`config.mk`:
```
export PLATFORM = sky130hd
export DESIGN_NAME = multicycle_control_unit
export DESIGN_NICKNAME = d
export VERILOG_FILES = /design/src/rtl/mips_ctrl_pkg.sv /design/src/rtl/multicycle_control_unit_mem_watchdog.sv /design/src/rtl/multicycle_control_unit.sv
export SDC_FILE = /design/constraint.sdc
export NUM_CORES = 1
export LEC_CHECK = 0
export BUFFER_PORTS_ARGS = -buffer_cell sky130_fd_sc_hd__buf_2
export CAP_MARGIN = 0
export CORE_MARGIN = 8
export CORE_UTILIZATION = 44
export CTS_CLUSTER_SIZE = 28
export DETAILED_ROUTE_END_ITERATION = 10
export GPL_ROUTABILITY_DRIVEN = 0
export PLACE_DENSITY = 0.85
export SLEW_MARGIN = 20
export SYNTH_ARGS = -nofsm -noshare
export SYNTH_HDL_FRONTEND = slang
export SYNTH_SLANG_ARGS = --single-unit
export TNS_END_PERCENT = 5
```
`constraint.sdc`:
```
create_clock -name clk -period 2 [get_ports clk]
set_clock_uncertainty 0.1 [all_clocks]
set_input_delay 0.1 -clock clk [delete_from_list [all_inputs] [get_ports clk]]
set_output_delay 0.1 -clock clk [all_outputs]
set_load 0.03 [all_outputs]
```
`src/rtl/mips_ctrl_pkg.sv`:
```
// ---------------------------------------------------------------------------
// mips_ctrl_pkg
//   Shared constants for the multi-cycle MIPS control unit:
//   - instruction opcode / funct encodings
//   - 5-bit ALUOp codes consumed by the ALU control decoder
//   - FSM state encodings (4-bit, visible on state_o)
//   - datapath mux select codes (pc_src, alu_src_b, reg_dst, mem_to_reg)
//   - ctrlSignals_t, the bundle of datapath controls produced each cycle
//   - immAluOp(), the ALUOp for immediate-format ALU instructions
// ---------------------------------------------------------------------------
package mips_ctrl_pkg;

   // Opcodes (IR[31:26])
   localparam logic [5:0] OP_RTYPE = 6'b000000;
   localparam logic [5:0] OP_J     = 6'b000010;
   localparam logic [5:0] OP_JAL   = 6'b000011;
   localparam logic [5:0] OP_BEQ   = 6'b000100;
   localparam logic [5:0] OP_BNE   = 6'b000101;
   localparam logic [5:0] OP_ADDI  = 6'b001000;
   localparam logic [5:0] OP_ANDI  = 6'b001100;
   localparam logic [5:0] OP_ORI   = 6'b001101;
   localparam logic [5:0] OP_LUI   = 6'b001111;
   localparam logic [5:0] OP_LW    = 6'b100011;
   localparam logic [5:0] OP_SW    = 6'b101011;

   // funct (IR[5:0]) values the sequencer itself cares about
   localparam logic [5:0] FUNCT_JR = 6'b001000;

   // ALUOp codes
   localparam logic [4:0] ALUOP_R    = 5'b00000;
   localparam logic [4:0] ALUOP_ADDI = 5'b00001;
   localparam logic [4:0] ALUOP_ANDI = 5'b00010;
   localparam logic [4:0] ALUOP_ORI  = 5'b00011;
   localparam logic [4:0] ALUOP_LUI  = 5'b00100;
   localparam logic [4:0] ALUOP_LW   = 5'b00101;
   localparam logic [4:0] ALUOP_SW   = 5'b00110;
   localparam logic [4:0] ALUOP_BEQ  = 5'b00111;
   localparam logic [4:0] ALUOP_BNE  = 5'b01001;
   // Plain address add (PC+4, branch target) reuses the ADDI code
   localparam logic [4:0] ALUOP_ADD  = ALUOP_ADDI;

   // FSM state encodings
   localparam logic [3:0] S_FETCH  = 4'd0;
   localparam logic [3:0] S_DECODE = 4'd1;
   localparam logic [3:0] S_EXEC   = 4'd2;
   localparam logic [3:0] S_ALU_WB = 4'd3;
   localparam logic [3:0] S_ADDR   = 4'd4;
   localparam logic [3:0] S_MEM    = 4'd5;
   localparam logic [3:0] S_MEM_WB = 4'd6;
   localparam logic [3:0] S_BRANCH = 4'd7;
   localparam logic [3:0] S_JUMP   = 4'd8;

   // pc_src selects
   localparam logic [1:0] PCSRC_ALU    = 2'd0;
   localparam logic [1:0] PCSRC_ALUOUT = 2'd1;
   localparam logic [1:0] PCSRC_JUMP   = 2'd2;
   localparam logic [1:0] PCSRC_RS     = 2'd3;

   // alu_src_b selects
   localparam logic [1:0] SRCB_B       = 2'd0;
   localparam logic [1:0] SRCB_FOUR    = 2'd1;
   localparam logic [1:0] SRCB_IMM     = 2'd2;
   localparam logic [1:0] SRCB_IMM_SH2 = 2'd3;

   // reg_dst selects
   localparam logic [1:0] DST_RT  = 2'd0;
   localparam logic [1:0] DST_RD  = 2'd1;
   localparam logic [1:0] DST_R31 = 2'd2;

   // mem_to_reg selects
   localparam logic [1:0] WB_ALUOUT = 2'd0;
   localparam logic [1:0] WB_MDR    = 2'd1;
   localparam logic [1:0] WB_PC     = 2'd2;

   typedef struct packed {
      logic       memReq;
      logic       memWrite;
      logic       iOrD;
      logic       irWrite;
      logic       pcWrite;
      logic [1:0] pcSrc;
      logic       aluSrcA;
      logic [1:0] aluSrcB;
      logic [4:0] aluOp;
      logic       regWrite;
      logic [1:0] regDst;
      logic [1:0] memToReg;
      logic       illegalOp;
   } ctrlSignals_t;

   // ALUOp for the immediate-format ALU instructions handled in EXEC
   function automatic logic [4:0] immAluOp(input logic [5:0] op);
      case (op)
         OP_ANDI: immAluOp = ALUOP_ANDI;
         OP_ORI:  immAluOp = ALUOP_ORI;
         OP_LUI:  immAluOp = ALUOP_LUI;
         default: immAluOp = ALUOP_ADDI;
      endcase
   endfunction

endpackage

```
`src/rtl/multicycle_control_unit_mem_watchdog.sv`:
```
// ---------------------------------------------------------------------------
// mem_watchdog
//   Counts cycles a memory request has been outstanding without an ack and
//   flags a timeout on the cycle the count reaches MEM_TIMEOUT-1.
//   MEM_TIMEOUT = 0 disables the timeout (wait forever).
// Ports
//   clk      in   system clock, rising edge
//   reset    in   asynchronous, active-low reset
//   clear    in   zero the count (takes priority over counting)
//   active   in   a memory request is being driven this cycle
//   ack      in   memory acknowledges this cycle
//   timeout  out  combinational: request expires this cycle
// ---------------------------------------------------------------------------
module mem_watchdog #(
   parameter int MEM_TIMEOUT = 16,
   parameter int TMO_W       = 5
) (
   input  logic clk,
   input  logic reset,
   input  logic clear,
   input  logic active,
   input  logic ack,
   output logic timeout
);

   localparam logic [TMO_W-1:0] LIMIT =
      (MEM_TIMEOUT == 0) ? '0 : TMO_W'(MEM_TIMEOUT - 1);

   logic [TMO_W-1:0] countReg;
   logic             waiting;

   assign waiting = active && !ack;

   // An ack in the final cycle masks the timeout because waiting drops.
   assign timeout = (MEM_TIMEOUT != 0) && waiting && (countReg == LIMIT);

   // Saturate rather than wrap so a disabled watchdog never aliases.
   always_ff @(posedge clk or negedge reset) begin
      if (!reset) begin
         countReg <= '0;
      end else if (clear) begin
         countReg <= '0;
      end else if (waiting && (countReg != '1)) begin
         countReg <= countReg + TMO_W'(1);
      end
   end

endmodule

```
`src/rtl/multicycle_control_unit.sv`:
```
// ---------------------------------------------------------------------------
// multicycle_control_unit
//   Main sequencer for the multi-cycle MIPS datapath. Walks each instruction
//   through FETCH/DECODE/EXEC/MEM/WB, drives the datapath selects and write
//   enables, produces the 5-bit ALUOp, runs the memory req/ack handshake and
//   aborts a stalled access through a watchdog.
// Ports
//   clk, reset (async active-low)
//   opcode, funct   IR fields       zero     ALU zero flag
//   mem_ack         memory done     mem_req/mem_write/i_or_d  memory control
//   ir_write, pc_write, pc_src      IR / PC update
//   alu_src_a, alu_src_b, alu_op    ALU operand and operation selects
//   reg_write, reg_dst, mem_to_reg  register-file writeback
//   illegal_op, mem_err             one-cycle error pulses
//   state_o                         current state (debug)
// ---------------------------------------------------------------------------
module multicycle_control_unit
   import mips_ctrl_pkg::*;
#(
   parameter int MEM_TIMEOUT = 16,
   parameter int TMO_W       = 5
) (
   input  logic       clk,
   input  logic       reset,
   input  logic [5:0] opcode,
   input  logic [5:0] funct,
   input  logic       zero,
   input  logic       mem_ack,
   output logic       mem_req,
   output logic       mem_write,
   output logic       i_or_d,
   output logic       ir_write,
   output logic       pc_write,
   output logic [1:0] pc_src,
   output logic       alu_src_a,
   output logic [1:0] alu_src_b,
   output logic [4:0] alu_op,
   output logic       reg_write,
   output logic [1:0] reg_dst,
   output logic [1:0] mem_to_reg,
   output logic       illegal_op,
   output logic       mem_err,
   output logic [3:0] state_o
);

   logic [3:0]   stateReg;
   logic [3:0]   stateNext;
   ctrlSignals_t ctrl;
   ctrlSignals_t ctrlOut;
   logic         memActive;
   logic         timeout;
   logic         wdClear;
   logic         isRType;

   assign isRType   = (opcode == OP_RTYPE);
   assign memActive = (stateReg == S_FETCH) || (stateReg == S_MEM);

   // Restart the count whenever a fresh request window opens, including
   // the refetch that follows a timeout in FETCH.
   assign wdClear = ((stateNext == S_FETCH) || (stateNext == S_MEM)) &&
                    ((stateNext != stateReg) || timeout);

   mem_watchdog #(
      .MEM_TIMEOUT (MEM_TIMEOUT),
      .TMO_W       (TMO_W)
   ) u_watchdog (
      .clk     (clk),
      .reset   (reset),
      .clear   (wdClear),
      .active  (memActive),
      .ack     (mem_ack),
      .timeout (timeout)
   );

   always_ff @(posedge clk or negedge reset) begin
      if (!reset) begin
         stateReg <= S_FETCH;
      end else begin
         stateReg <= stateNext;
      end
   end

   always_comb begin
      ctrl      = '0;
      stateNext = S_FETCH;
      case (stateReg)
         S_FETCH: begin
            ctrl.memReq  = 1'b1;
            ctrl.aluSrcB = SRCB_FOUR;
            ctrl.aluOp   = ALUOP_ADD;
            if (mem_ack) begin
               ctrl.irWrite = 1'b1;
               ctrl.pcWrite = 1'b1;
               ctrl.pcSrc   = PCSRC_ALU;
               stateNext    = S_DECODE;
            end
         end
         S_DECODE: begin
            // Speculatively compute the branch target into ALUOut.
            ctrl.aluSrcB = SRCB_IMM_SH2;
            ctrl.aluOp   = ALUOP_ADD;
            case (opcode)
               OP_RTYPE, OP_ADDI, OP_ANDI, OP_ORI, OP_LUI: stateNext = S_EXEC;
               OP_LW, OP_SW:                               stateNext = S_ADDR;
               OP_BEQ, OP_BNE:                             stateNext = S_BRANCH;
               OP_J, OP_JAL:                               stateNext = S_JUMP;
               default: begin
                  ctrl.illegalOp = 1'b1;
                  stateNext      = S_FETCH;
               end
            endcase
         end
         S_EXEC: begin
            ctrl.aluSrcA = 1'b1;
            if (isRType) begin
               ctrl.aluSrcB = SRCB_B;
               ctrl.aluOp   = ALUOP_R;
               if (funct == FUNCT_JR) begin
                  // JR retires here: PC <= rs, no register writeback.
                  ctrl.pcWrite = 1'b1;
                  ctrl.pcSrc   = PCSRC_RS;
                  stateNext    = S_FETCH;
               end else begin
                  stateNext = S_ALU_WB;
               end
            end else begin
               ctrl.aluSrcB = SRCB_IMM;
               ctrl.aluOp   = immAluOp(opcode);
               stateNext    = S_ALU_WB;
            end
         end
         S_ALU_WB: begin
            ctrl.regWrite = 1'b1;
            ctrl.regDst   = isRType ? DST_RD : DST_RT;
            ctrl.memToReg = WB_ALUOUT;
         end
         S_ADDR: begin
            ctrl.aluSrcA = 1'b1;
            ctrl.aluSrcB = SRCB_IMM;
            ctrl.aluOp   = (opcode == OP_SW) ? ALUOP_SW : ALUOP_LW;
            stateNext    = S_MEM;
         end
         S_MEM: begin
            ctrl.memReq   = 1'b1;
            ctrl.iOrD     = 1'b1;
            ctrl.memWrite = (opcode == OP_SW);
            if (mem_ack) begin
               stateNext = (opcode == OP_LW) ? S_MEM_WB : S_FETCH;
            end else if (timeout) begin
               stateNext = S_FETCH;
            end else begin
               stateNext = S_MEM;
            end
         end
         S_MEM_WB: begin
            ctrl.regWrite = 1'b1;
            ctrl.regDst   = DST_RT;
            ctrl.memToReg = WB_MDR;
         end
         S_BRANCH: begin
            ctrl.aluSrcA = 1'b1;
            ctrl.aluSrcB = SRCB_B;
            ctrl.pcSrc   = PCSRC_ALUOUT;
            if (opcode == OP_BNE) begin
               ctrl.aluOp   = ALUOP_BNE;
               ctrl.pcWrite = !zero;
            end else begin
               ctrl.aluOp   = ALUOP_BEQ;
               ctrl.pcWrite = zero;
            end
         end
         S_JUMP: begin
            ctrl.pcWrite = 1'b1;
            ctrl.pcSrc   = PCSRC_JUMP;
            if (opcode == OP_JAL) begin
               // PC already holds the return address (+4 applied in FETCH).
               ctrl.regWrite = 1'b1;
               ctrl.regDst   = DST_R31;
               ctrl.memToReg = WB_PC;
            end
         end
         default: stateNext = S_FETCH;
      endcase
   end

   // While reset is held the datapath sees only the pending fetch request,
   // so a stray ack or a late edge cannot trigger any write.
   always_comb begin
      ctrlOut        = '0;
      ctrlOut.memReq = 1'b1;
      if (reset) begin
         ctrlOut = ctrl;
      end
   end

   assign mem_req    = ctrlOut.memReq;
   assign mem_write  = ctrlOut.memWrite;
   assign i_or_d     = ctrlOut.iOrD;
   assign ir_write   = ctrlOut.irWrite;
   assign pc_write   = ctrlOut.pcWrite;
   assign pc_src     = ctrlOut.pcSrc;
   assign alu_src_a  = ctrlOut.aluSrcA;
   assign alu_src_b  = ctrlOut.aluSrcB;
   assign alu_op     = ctrlOut.aluOp;
   assign reg_write  = ctrlOut.regWrite;
   assign reg_dst    = ctrlOut.regDst;
   assign mem_to_reg = ctrlOut.memToReg;
   assign illegal_op = ctrlOut.illegalOp;
   assign mem_err    = reset && timeout;
   assign state_o    = stateReg;

endmodule
```
# [Yosys cells after proc, flatten, opt, wreduce, memory -nomap -nowiden]
# Index checks and enable logic that the tools add are counted.
[totals] reg_bits=9 in_bits=16 word_cells=77
[classes] add_sub_neg=1 n_eq_ne=23 muxes=30 n_reduce_logical=21
[op_table] op="$pmux 7 s5" count=1
[op_table] op="$eq 6x4->1 const B" count=5
[op_table] op="$mux 21" count=1
[op_table] op="$eq 4x3->1 const B" count=5
[op_table] op="$pmux 4 s5" count=1
[op_table] op="$mux 4" count=4
[op_table] op="$pmux 4 s4" count=1
[op_table] op="$mux 5" count=3
[op_table] op="$pmux 5 s3" count=1
[op_table] op="$eq 6x2->1 const B" count=2
[op_table] op="$eq 6x3->1 const B" count=2
[op_table] op="$eq 6x6->1 const B" count=2
[op_table] op="$mux 3" count=4
[op_table] op="$pmux 3 s4" count=1
[op_table] op="$reduce_or 11->1" count=1
[op_table] op="$pmux 3 s3" count=1
[op_table] op="$eq 4x2->1 const B" count=2
[op_table] op="$logic_not 4->1" count=2
[op_table] op="$mux 1" count=8
[op_table] op="$reduce_or 2->1" count=4
[op_table] op="$mux 7" count=1
[op_table] op="$logic_not 6->1" count=1
[op_table] op="$mux 2" count=3
[op_table] op="$add 5x1->5 const B" count=1
[op_table] op="11 further kinds" count=18

# [Longest topological paths before layout]
# Gate-level depths: netlist of run 1.
[logic_depth] word_depth=11 mapped_depth=8 ltp_nobuf=8

# [Modules after synthesis]
# Synthesis of run 1 repeated with hierarchy kept, for this count alone.
[unflattened] hier_cells=153 area_unflattened_um2=1131.1
[modules_own_cells] module="multicycle_control_unit" n_inst=1 cells_per_inst=128 area_each_um2=839.6
[modules_own_cells] module="mem_watchdog" n_inst=1 cells_per_inst=25 area_each_um2=291.5

# [Worst setup path before layout of run 1]
# No wires, ideal clock.
[synth_path] path_kind="reg2out" from="register stateReg[2] (netlist: state_o[2])" to="output port alu_op[3]" t_arrival_ns=2.562 path_slack_ns=-0.762 stages_incl_launch_ff=6 n_path_buf=1 path_cell_list="dfrtp_1 > clkbuf_1 > nand2b_1 > nor3_1 > nor2_1 > nor3_1"
[synth_via] elab_chain_len=3 word_cells_on_any_way=7
[synth_lines] element="start: declaration" line_no="multicycle_control_unit.sv:46" text="logic [3:0] stateReg;"
[synth_lines] element="start signal: assignment" line_no="multicycle_control_unit.sv:79" text="stateReg <= stateNext;"
[synth_lines] element="$eq 4x3->1, or another cell as far along" line_no="multicycle_control_unit.sv:86" text="case (stateReg)"
[synth_lines] element="$pmux 7 s5 *" line_no="multicycle_control_unit.sv:86"
[synth_lines] element="$mux 21 *" line_no="multicycle_control_unit.sv:191" text="if (reset) begin"
[synth_lines] element="end: declaration" line_no="multicycle_control_unit.sv:37" text="output logic [4:0] alu_op,"
# Every way passes the cells marked *; elsewhere a longest branch is shown, timed or not.

# [Worst setup path in the final report of run 1]
[layout_path] from="register stateReg[2] (netlist: state_o[2])" to="register u_watchdog.countReg[2]"
[layout_via] elab_chain_len=11 word_cells_on_any_way=20
[layout_lines] element="$eq 4x3->1 / $logic_not 4->1 (equally long branches)" line_no="multicycle_control_unit.sv:56, multicycle_control_unit.sv:86"
[layout_lines] element="$logic_or 1x1->1" line_no="multicycle_control_unit.sv:56" text="assign memActive = (stateReg == S_FETCH) || (stateReg == S_MEM);"
[layout_lines] element="$logic_and 1x1->1" line_no="multicycle_control_unit_mem_watchdog.sv:32" text="assign waiting = active && !ack;"
[layout_lines] element="$logic_and 1x1->1" line_no="multicycle_control_unit_mem_watchdog.sv:35" text="assign timeout = (MEM_TIMEOUT != 0) && waiting && (countReg == LIMIT);"
[layout_lines] element="$mux 3" line_no="multicycle_control_unit.sv:149" text="end else if (timeout) begin"
[layout_lines] element="$mux 4" line_no="multicycle_control_unit.sv:147" text="if (mem_ack) begin"
[layout_lines] element="$pmux 4 s5 *" line_no="multicycle_control_unit.sv:86"
[layout_lines] element="named net stateNext[0]" line_no="multicycle_control_unit.sv:47" text="logic [3:0] stateNext;"
[layout_lines] element="$eq 4x3->1, or another cell as far along" line_no="multicycle_control_unit.sv:60" text="assign wdClear = ((stateNext == S_FETCH) || (stateNext == S_MEM)) &&"
[layout_lines] element="$logic_or 1x1->1, on equally long branches" line_no="multicycle_control_unit.sv:60, multicycle_control_unit.sv:61"
[layout_lines] element="$logic_and 1x1->1 *" line_no="multicycle_control_unit.sv:60"
[layout_lines] element="$mux 5 / $reduce_bool 2->1 (equally long branches)"
[layout_lines] element="end signal: assignment" line_no="multicycle_control_unit_mem_watchdog.sv:44" text="countReg <= countReg + TMO_W'(1);"
[layout_lines] element="end: declaration" line_no="multicycle_control_unit_mem_watchdog.sv:29" text="logic [TMO_W-1:0] countReg;"
# The timed path passes the listed nets; every way through them passes the cells marked *.
# A chain may end at the register's enable or synchronous reset.

==> flow_summary.toml, run 1 <==
[critical_path]
crit_path_end_kind = "register"
worstReg2RegEnd = "u_watchdog.countReg[2]"
crit_path_max_fanout = 5
worstPathRequired_ps = 2030
r2r_setup_slack_ps = -20
critical_path_arrival_ps = 2050
cp-start-kind = "register"
reg2reg_from = "state_o[2]"
critical_path_class = "register to register"
r2r_cells = 5

[cts]
cts.sinks = 9
numCtsBuffers = 3
cts_root_buffer = "clkbuf_4"
cts_tree = "yes"
clock_latency_ps = 260
cts_buffer_depth = 2
cts.htree.levels = 1
path_clk_slew_ps = 60

[worst_hold_path]
hold_path_class = "input port to register"
worstHoldPathCells = 3
min_to = "state_o[3]"
min_from = "opcode[1]"

[layout]
drive_above_1_share_pct = 45.5
area_growth_pct = 51.2
final_cell_mix = "buf_2, nor2_1, buf_4"
final_common_cell = "buf_2"
stdcell_count = 232
fillers = 193
nets = 222
antenna_cells = 0
final_area_mm2 = 0.00170

[timing]
hold_viol = 0
setup_tns_ps = -20.4
finalSetupViolCount = 1
finalCritPeriodShare_pct = 101
slew_violations = 0
rsz0062_at_grt = "true"
timing.final.ws_setup_ps = -20.4
period_needed_ps = 2020
fmax_ghz = 0.495

[place]
placed_cell_area_mm2 = 0.00149
dp_hpwl_um = 2990
placed_cells = 224
portBuffers = 40
pre_cts_slack_ps = -20.4

[global_route]
grt_max_degree = 22
antenna_found_initial = 0
grt_pass1_wl_um = 6170
grt.overflow.total = 0
grt_pass1_vias = 1312
track_usage_pct = 17.3

[routing]
via_count = 1420
viasPerCell = 6.12
wl_per_cell_um = 18.6
drtAntennaViolNets = 0
drt-initial-drc-count = 89
drtPass1Iterations = 4
routed_wl_um = 4330
post-route-drc-count = 0

[synth]
synth_edf_count = 0
yosys_warnings = 0
synth_top_area_share_pct = 20.0
ys_top_cells_by_area = "dfrtp_1, a21oi_1, nor2_1, and3_1, nor3_1"
syn_inst = 152
yosysTopAreaCell = "dfrtp_1"
avgSynthCellArea_um2 = 7.40
synth_nets = 171
ys_seq_area_share_pct = 20.0
synth_seq_cells = 9
synth_ff_type = "dfrtp_1"
synthArstFlopShare_pct = 100
netlist_area_mm2 = 0.00112
ys_types = 49

[pwr]
clockPowerShare_pct = 8.1
intPower_uw = 809
switching_power_uw = 864
total_power_uw = 1670
swShare_pct = 51.6
combPwrFrac_pct = 75.6
p_per_area_mw_per_mm2 = 984
peakVddDrop_v = 0.000789
pwr-share-seq_pct = 16.3
p_leak_uw = 0.000776

[floorplan]
core_area_mm2 = 0.00245
start_util_pct = 45.8
die_y_um = 66.6
num_rows = 18
die_area_mm2 = 0.00443
die_w_um = 66.6
io_pins = 42

[job]
cap_violations = 0

[run_status]
violations = "setup timing"
outcome = "complete, but fails checks"
[worst max path at each step]
stage	endpoint	from	cells past startpoint	slack (ps)
finish	u_watchdog.countReg[2]	state_o[2]	5	-20
global route	reg_write	state_o[2]	6	-90
CTS	pc_write	state_o[2]	8	-80
detailed placement	u_watchdog.countReg[0]	u_watchdog.countReg[1]	8	-20
global placement	u_watchdog.countReg[0]	u_watchdog.countReg[1]	8	30
floorplan	alu_op[3]	state_o[0]	6	-210
[metal layers]
layer / global-route usage (%) / share of wire, % / vias up
li1: - / - / 663
met1: 21.7 / 40 / 669
met2: 28.7 / 50 / 78
met3: 1.85 / 8.4 / 10
met4: 7.73 / 2.2 / 0
met5: 0 / 0 / -
[cells by family after synthesis]
| kind of cell | Yosys count | share of synthesized area, % |
|---|---|---|
| AND/OR/NAND/NOR | 78 | 41.5 |
| AO/OA/AOI/OAI | 36 | 19.8 |
| adder cells (fa/ha/maj) | 3 | 3.34 |
| other | 1 | 0.333 |
| buffers and inverters | 17 | 7.45 |
| multiplexers | 2 | 2.89 |
| XOR/XNOR | 6 | 4.67 |
| flip-flops | 9 | 20.0 |
[what timing repair did]
action	CTS	global route
gates resized for setup	6	33
setup endpoints to repair	11	15
hold buffers	1	0
pin swaps	0	6
buffers inserted	0	3
hold endpoints to repair	9	0
[through the flow]
| stage | hold slack [ps] | utilization, % |
|---|---|---|
| after floorplan | -296 | - |
| final | 245 | 69.3 |
| after CTS | 208 | 63.1 |
| after global routing | 245 | 69.3 |
| after detailed placement | 21.2 | 60.9 |
| after global placement | 20.7 | 60.9 |
[worst max-delay path, cell delays in order (launching register included)]
cell,delay [ps]
dfrtp_1,400
or4b_4,600
nor4b_4,260
a211o_4,160
mux2i_4,260
a21oi_1,120
[registers in the layout, indices dropped and copies added, names as in the netlist]
| name | count |
|---|---|
| u_watchdog.countReg | 5 |
| state_o | 4 |
[final cells by class]
| class | count | area (µm²) | share of cell area [%] |
|---|---|---|---|
| Multi-Input combinational cell | 126 | 992 | 58.4 |
| Timing Repair Buffer | 58 | 399 | 23.5 |
| Inverter | 5 | 18.8 | 1.10 |
| Sequential cell | 9 | 226 | 13.3 |
| Tap cell | 30 | 37.5 | 2.21 |
| Clock buffer | 4 | 26.3 | 1.55 |
[power groups by stage]
stage               registers, µW  logic, µW  clock network (µW)
finish                        273       1270                 135
global route                  275       1350                 149
CTS                           262       1130                 137
detailed placement            264       1100                   0
global placement              259       1080                   0
floorplan                     300        736                   0
[Yosys cell counts (2+ instances only)]
cell and number:
nor2b_1 3, inv_1 5, and3_1 7, o21ai_0 3, a21oi_1 16, nor4_1 2
nand3_1 5, nand4b_1 2, xor2_1 2, clkbuf_1 7, dfrtp_1 9, nor2_1 19
a31oi_1 2, xnor2_1 4, nand2b_1 5, a21o_1 3, nor3_1 8, ha_1 3
o21ai_1 3, nor4bb_1 2, buf_4 3, nand2_1 8, nand4_1 5
Note: power is estimated with default switching activity, not from simulation.
==> run 2, diff against run 1 <==
- ABC_AREA: default -> 1
==> run 2 against run 1 <==
Against the previous run: the flow still finishes with violations (setup timing); wire length shrank 17%; synthesized cell count grew 24%; sequential cell count is the same; cell area decreased by 9.7%; sequential share of layout area rose by 1.7 points; cell count increased by 16%; worst setup slack improved by 14 ps; worst hold slack got worse by 160 ps; fmax rose by 0.69%; critical path depth is the same; power is 0.56% higher; die area did not move; critical endpoint is now reg_write; largest cell class unchanged; largest power group unchanged.
==> flow_summary.toml, run 2 <==
[cts]
cts.htree.levels = 1
path_clk_slew_ps = 60
clock_latency_ps = 260
cts_buffer_depth = 2
numCtsBuffers = 3
cts_tree = "yes"
cts_root_buffer = "clkbuf_4"
cts.sinks = 9

[floorplan]
die_w_um = 66.6
core_area_mm2 = 0.00245
io_pins = 42
num_rows = 18
start_util_pct = 45.8
die_area_mm2 = 0.00443
die_y_um = 66.6

[synth]
synth_nets = 208
synth_edf_count = 0
synth_seq_cells = 9
synthTopCellsByCount = "nor2_1, nand2_1, inv_1"
synthArstFlopShare_pct = 100
syn_inst = 189
avgSynthCellArea_um2 = 5.95
yosysTopAreaCell = "dfrtp_1"
ys_types = 29
synth_ff_type = "dfrtp_1"
netlist_area_mm2 = 0.00112
ys_top_cells_by_area = "dfrtp_1, nor2_1, nand2_1, inv_1, nand3_1"
ys_seq_area_share_pct = 20.0
synth.most_common_cell = "nor2_1"
yosys_warnings = 0
synth_top_area_share_pct = 20.0

[pwr]
p_per_area_mw_per_mm2 = 1100
peakVddDrop_v = 0.000892
p_leak_uw = 0.000869

[worst_hold_path]
hold_path_class = "input port to register"
worstHoldPathCells = 3
min_to = "state_o[3]"
min_from = "opcode[1]"

[critical_path]
critical_path_arrival_ps = 1810
crit_path_end_kind = "output port"
critical_path_class = "register to output port"
worstReg2RegEnd = "u_watchdog.countReg[1]"
cp-start-kind = "register"
worstPathRequired_ps = 1800
crit_path_max_fanout = 7
r2r_setup_slack_ps = 60
reg2reg_from = "u_watchdog.countReg[0]"
r2r_cells = 12

[layout]
final_area_mm2 = 0.00154
antenna_cells = 0
final_cell_mix = "buf_2, nor2_1, nand2_1"
fillers = 236
nets = 260
top_register = "u_watchdog.countReg"
final_common_cell = "buf_2"
drive_above_1_share_pct = 40.4
largest_register_ffs = 5
area_growth_pct = 36.5

[timing]
timing.hold.ws_ps = 80.7
finalCritPeriodShare_pct = 100
rsz0062_at_grt = "true"
period_needed_ps = 2010
hold_viol = 0
slew_headroom_pct = 59.7
finalSetupViolCount = 1
worstMarginPinSlew_ps = 599
timing.final.ws_setup_ps = -6.51
slew_violations = 0
fmax_ghz = 0.498

[job]
cap_violations = 0

[global_route]
antenna_found_initial = 0
grt.overflow.total = 0
grt_max_degree = 14
grt_pass1_vias = 1217
track_usage_pct = 14.6
grt_pass1_wl_um = 5240

[routing]
drtPass1Iterations = 4
post-route-drc-count = 0
viasPerCell = 5.14
wl_per_cell_um = 13.3
routed_wl_um = 3580
drtAntennaViolNets = 0
drt-initial-drc-count = 117
via_count = 1388

[place]
placed_cell_area_mm2 = 0.00137
portBuffers = 40
pre_cts_slack_ps = 9.27
dp_hpwl_um = 2630

[run_status]
outcome = "complete, but fails checks"
violations = "setup timing"
[run 2: per-stage QoR]
stage	power [µW]	setup TNS, ps	std cells	util [%]
floorplan	1060	-240	189	-
global placement	1310	0	258	55.8
detailed placement	1320	0	258	55.8
CTS	1500	-18.9	263	57.8
global route	1810	-645	270	62.5
finish	1680	-6.51	270	62.5
[run 2: kinds of logic after synthesis]
kind of cell / Yosys count / share of synthesized area (%)
AND/OR/NAND/NOR: 122 / 53.2
other: 1 / 0.333
AO/OA/AOI/OAI: 12 / 6.45
flip-flops: 9 / 20.0
buffers and inverters: 38 / 13.3
XOR/XNOR: 3 / 2.34
adder cells (fa/ha/maj): 3 / 3.34
multiplexers: 1 / 1.00
[run 2: worst max-delay path by stage]
stage | start | end | slack (ps) | cells past startpoint
final | state_o[0] | reg_write | -7 | 5
after global routing | state_o[0] | reg_dst[1] | -100 | 5
after CTS | state_o[2] | pc_write | -20 | 9
after detailed placement | u_watchdog.countReg[0] | u_watchdog.countReg[3] | 9 | 14
after global placement | u_watchdog.countReg[0] | u_watchdog.countReg[1] | 80 | 14
after floorplan | state_o[2] | pc_write | -80 | 8
[run 2: area by class of cell]
class	instances	area, µm²	share of cell area [%]
clock buffer	4	26.3	1.71
inverter	35	131	8.56
multi-input combinational	142	825	53.7
sequential	9	230	15.0
tap	30	37.5	2.44
timing repair buffer	50	285	18.6
[run 2: repair_timing]
item | 4_1_cts | 5_1_grt
pin swaps | 0 | 8
endpoints found under the hold margin | 9 | 0
hold buffers | 1 | 0
buffers inserted | 0 | 7
gates resized for setup | 6 | 22
setup endpoints to repair | 8 | 15
[run 2: worst max-delay path: stages, from the launching register on]
cell,delay (ps)
dfrtp_2,460
nor2_2,160
nand3_1,100
or3b_2,500
a31oi_2,140
buf_4,180
[run 2: power by group]
part	internal, µW	switching, µW
logic	443	792
clock network	76.7	61.2
registers	233	75.4
total	754	929
[run 2: metal layers]
metal  wire, µm  up-vias  track usage, %
met3        307        6            2.85
met5          0        -               0
met1       1500      614            18.0
li1           -      694               -
met4         57        0            3.20
met2       1720       74            25.2
==> run 3, diff against run 2 <==
- SYNTH_HIERARCHICAL: default -> 1
==> run 3 against run 2 <==
Against the previous run: power rose by 22%; the flow still finishes with violations (setup timing); die area fell by 3.2%; cell count rose by 8.9%; critical path depth is 14 higher; synthesized cell count down 0.53%; sequential cell count stayed put; worst setup slack lost 300 ps; highest routed layer unchanged; fmax is 13% lower; count of clock-buffer cells in the layout unchanged; sequential share of layout area decreased by 1.7 points; register-to-register slack worse by 360 ps.
==> flow_summary.toml, run 3 <==
[routing]
viasPerCell = 5.49
drtPass1Iterations = 5
drtAntennaViolNets = 0
via_count = 1613
routed_wl_um = 4640
drt-initial-drc-count = 130
post-route-drc-count = 0
wl_per_cell_um = 15.8

[synth]
yosys_warnings = 6
syn_inst = 188
synth_top_area_share_pct = 20.9
avgSynthCellArea_um2 = 5.73
ys_types = 30
synth.most_common_cell = "nor2_1"
synth_ff_type = "dfrtp_1"
synthArstFlopShare_pct = 100
ys_seq_area_share_pct = 20.9
synthTopCellsByCount = "nor2_1, inv_1, nand2_1"
ys_top_cells_by_area = "dfrtp_1, nor2_1, inv_1, nand2_1, nand3_1"
netlist_area_mm2 = 0.00108
synth_nets = 207
yosysTopAreaCell = "dfrtp_1"
synth_seq_cells = 9
synth_edf_count = 0

[critical_path]
crit_chain = "nor2_4 > inv_2 > nor2_4 > inv_2 > nand2_2 > nand2_2 > nor2_4 > inv_1 > nand2_1 > nor2_1 > nor2_1 > nand3_1 > nand2_1 > nand3_2 > nor2_2 > inv_2 > nand2_2 > nand2_1 > o21ai_1"
reg2reg_from = "state_o[3]"
crit_start = "state_o[3]"
critical_path_class = "register to register"
cp-start-kind = "register"
slowest_stage = "dfrtp_2"
r2r_setup_slack_ps = -300
r2r_cells = 19
max_stage_delay_ps = 450
critical_path_arrival_ps = 2420
endpoint = "u_watchdog/countReg[4]"
crit_path_end_kind = "register"
worstPathRequired_ps = 2120
worstPathBufferInverterCount = 4
cp_top_family = "simple AND/OR/NAND/NOR gates"
crit_path_max_fanout = 4
worst-path-stages = 19
worstReg2RegEnd = "u_watchdog/countReg[4]"

[global_route]
grt.overflow.total = 0
grt_pass1_vias = 1495
use_met3_pct = 6.12
groute.layer.met2.usage_pct = 35.2
grt_pass1_wl_um = 6680
grt-busiest-layer = "met2"
track_usage_pct = 19.8
grt.met1_usage_pct = 18.8
grt_max_degree = 18
antenna_found_initial = 0

[layout]
final_common_cell = "nor2_1"
multi_input_area_um2 = 786
final_cell_mix = "nor2_1, buf_4, buf_2"
area_growth_pct = 61.3
top_register = "u_watchdog/countReg"
nets = 284
largest_register_ffs = 5
seqCellArea_um2 = 230
fin_util_pct = 72.8
fillers = 180
antenna_cells = 0
final_area_mm2 = 0.00174
drive_above_1_share_pct = 45.8

[timing]
slew_violations = 0
fmax_ghz = 0.434
rsz0062_at_grt = "true"
finalSetupViolCount = 12
timing.hold.ws_ps = 71.0
timing.final.ws_setup_ps = -303
period_needed_ps = 2300
finalCritPeriodShare_pct = 115
hold_viol = 0

[run_status]
violations = "setup timing"
outcome = "complete, but fails checks"

[cts]
cts.htree.levels = 1
cts_tree = "yes"
path_clk_slew_ps = 90
numCtsBuffers = 3
cts_root_buffer = "clkbuf_4"
clock_latency_ps = 290
cts.sinks = 9
cts_buffer_depth = 2

[floorplan]
start_util_pct = 45.1
io_pins = 42
core_area_mm2 = 0.00239
die_w_um = 65.5
die_area_mm2 = 0.00429
die_y_um = 65.5
num_rows = 18

[pwr]
p_per_area_mw_per_mm2 = 1180
p_leak_uw = 0.000984
peakVddDrop_v = 0.000927

[place]
placed_cell_area_mm2 = 0.00151
portBuffers = 40
dp_hpwl_um = 2900

[worst_hold_path]
hold_path_class = "input port to register"

[job]
cap_violations = 0
[run 3: cell count changes after synthesis, moves of 4 or more]
cell	previous run	this run
nand2_1	34	30
nand4_1	1	6
o21ai_1	0	4
nor2_2	5	1
nand3_2	5	1
nor2_1	39	45
[run 3: worst min-delay path, delay by kind of cell]
family / cells / cell delay [ps]
buf+inv: 1 / 130
simple gates: 2 / 190
[run 3: what timing repair did]
item / in CTS / in global routing
setup buffers: 7 / 1
resized for setup: 23 / 27
pin swaps: 11 / 8
hold buffers: 1 / 0
hold endpoints to repair: 9 / 0
endpoints found under the setup margin: 8 / 19
[run 3: cell families (layout without fill, tap and decap cells)]
kind of cell / Yosys count / after routing / synth area share (%)
AO/OA/AOI/OAI: 14 / 14 / 7.20
XOR/XNOR: 1 / 1 / 0.813
adder cells (fa/ha/maj): 3 / 3 / 3.48
buffers and inverters: 41 / 117 / 15.4
flip-flops: 9 / 9 / 20.9
other: 1 / 1 / 0.348
AND/OR/NAND/NOR: 119 / 119 / 51.8
[run 3: how the worst min path moves through the flow]
stage	start	cells after the start	slack (ps)	endpoint
2_1_floorplan	reset	0	-300	state_o[0]
4_1_cts	opcode[1]	3	60	state_o[3]
3_5_place_dp	reset	2	-30	u_watchdog/countReg[4]
5_1_grt	opcode[1]	3	80	state_o[3]
3_3_place_gp	reset	2	-30	u_watchdog/countReg[4]
6_report	opcode[1]	3	70	state_o[3]
[run 3: final cells by class]
class	count	share of cell area, %
clock buffer	4	1.51
timing repair buffer	76	29.9
inverter	37	7.99
multi-input combinational	138	45.2
tap	30	2.16
sequential	9	13.2
[run 3: report_power, final]
group	total [µW]	internal [µW]	leakage, µW	switching, µW
logic	1610	678	0.000853	937
registers	279	233	0.000115	45.8
clock network	156	77.1	0.0000150	79.0
[run 3: metal layers]
metal  share of wire [%]  vias to the layer above  wire length (µm)
li1                    -                      741                 -
met1                  34                      723              1580
met2                  50                      112              2330
met3                 8.3                       37               386
met4                 7.3                        0               340
met5                   0                        -                 0
[run 3: stage by stage]
step           total power, µW  TNS, ps  instances  setup slack (ps)
4_1_cts                   1850     -987        293              -207
3_5_place_dp              1500     -809        281              -240
6_report                  2050    -2150        294              -303
2_1_floorplan             1010    -1560        188              -327
5_1_grt                   2180    -4090        294              -501
3_3_place_gp              1470     -498        281              -149
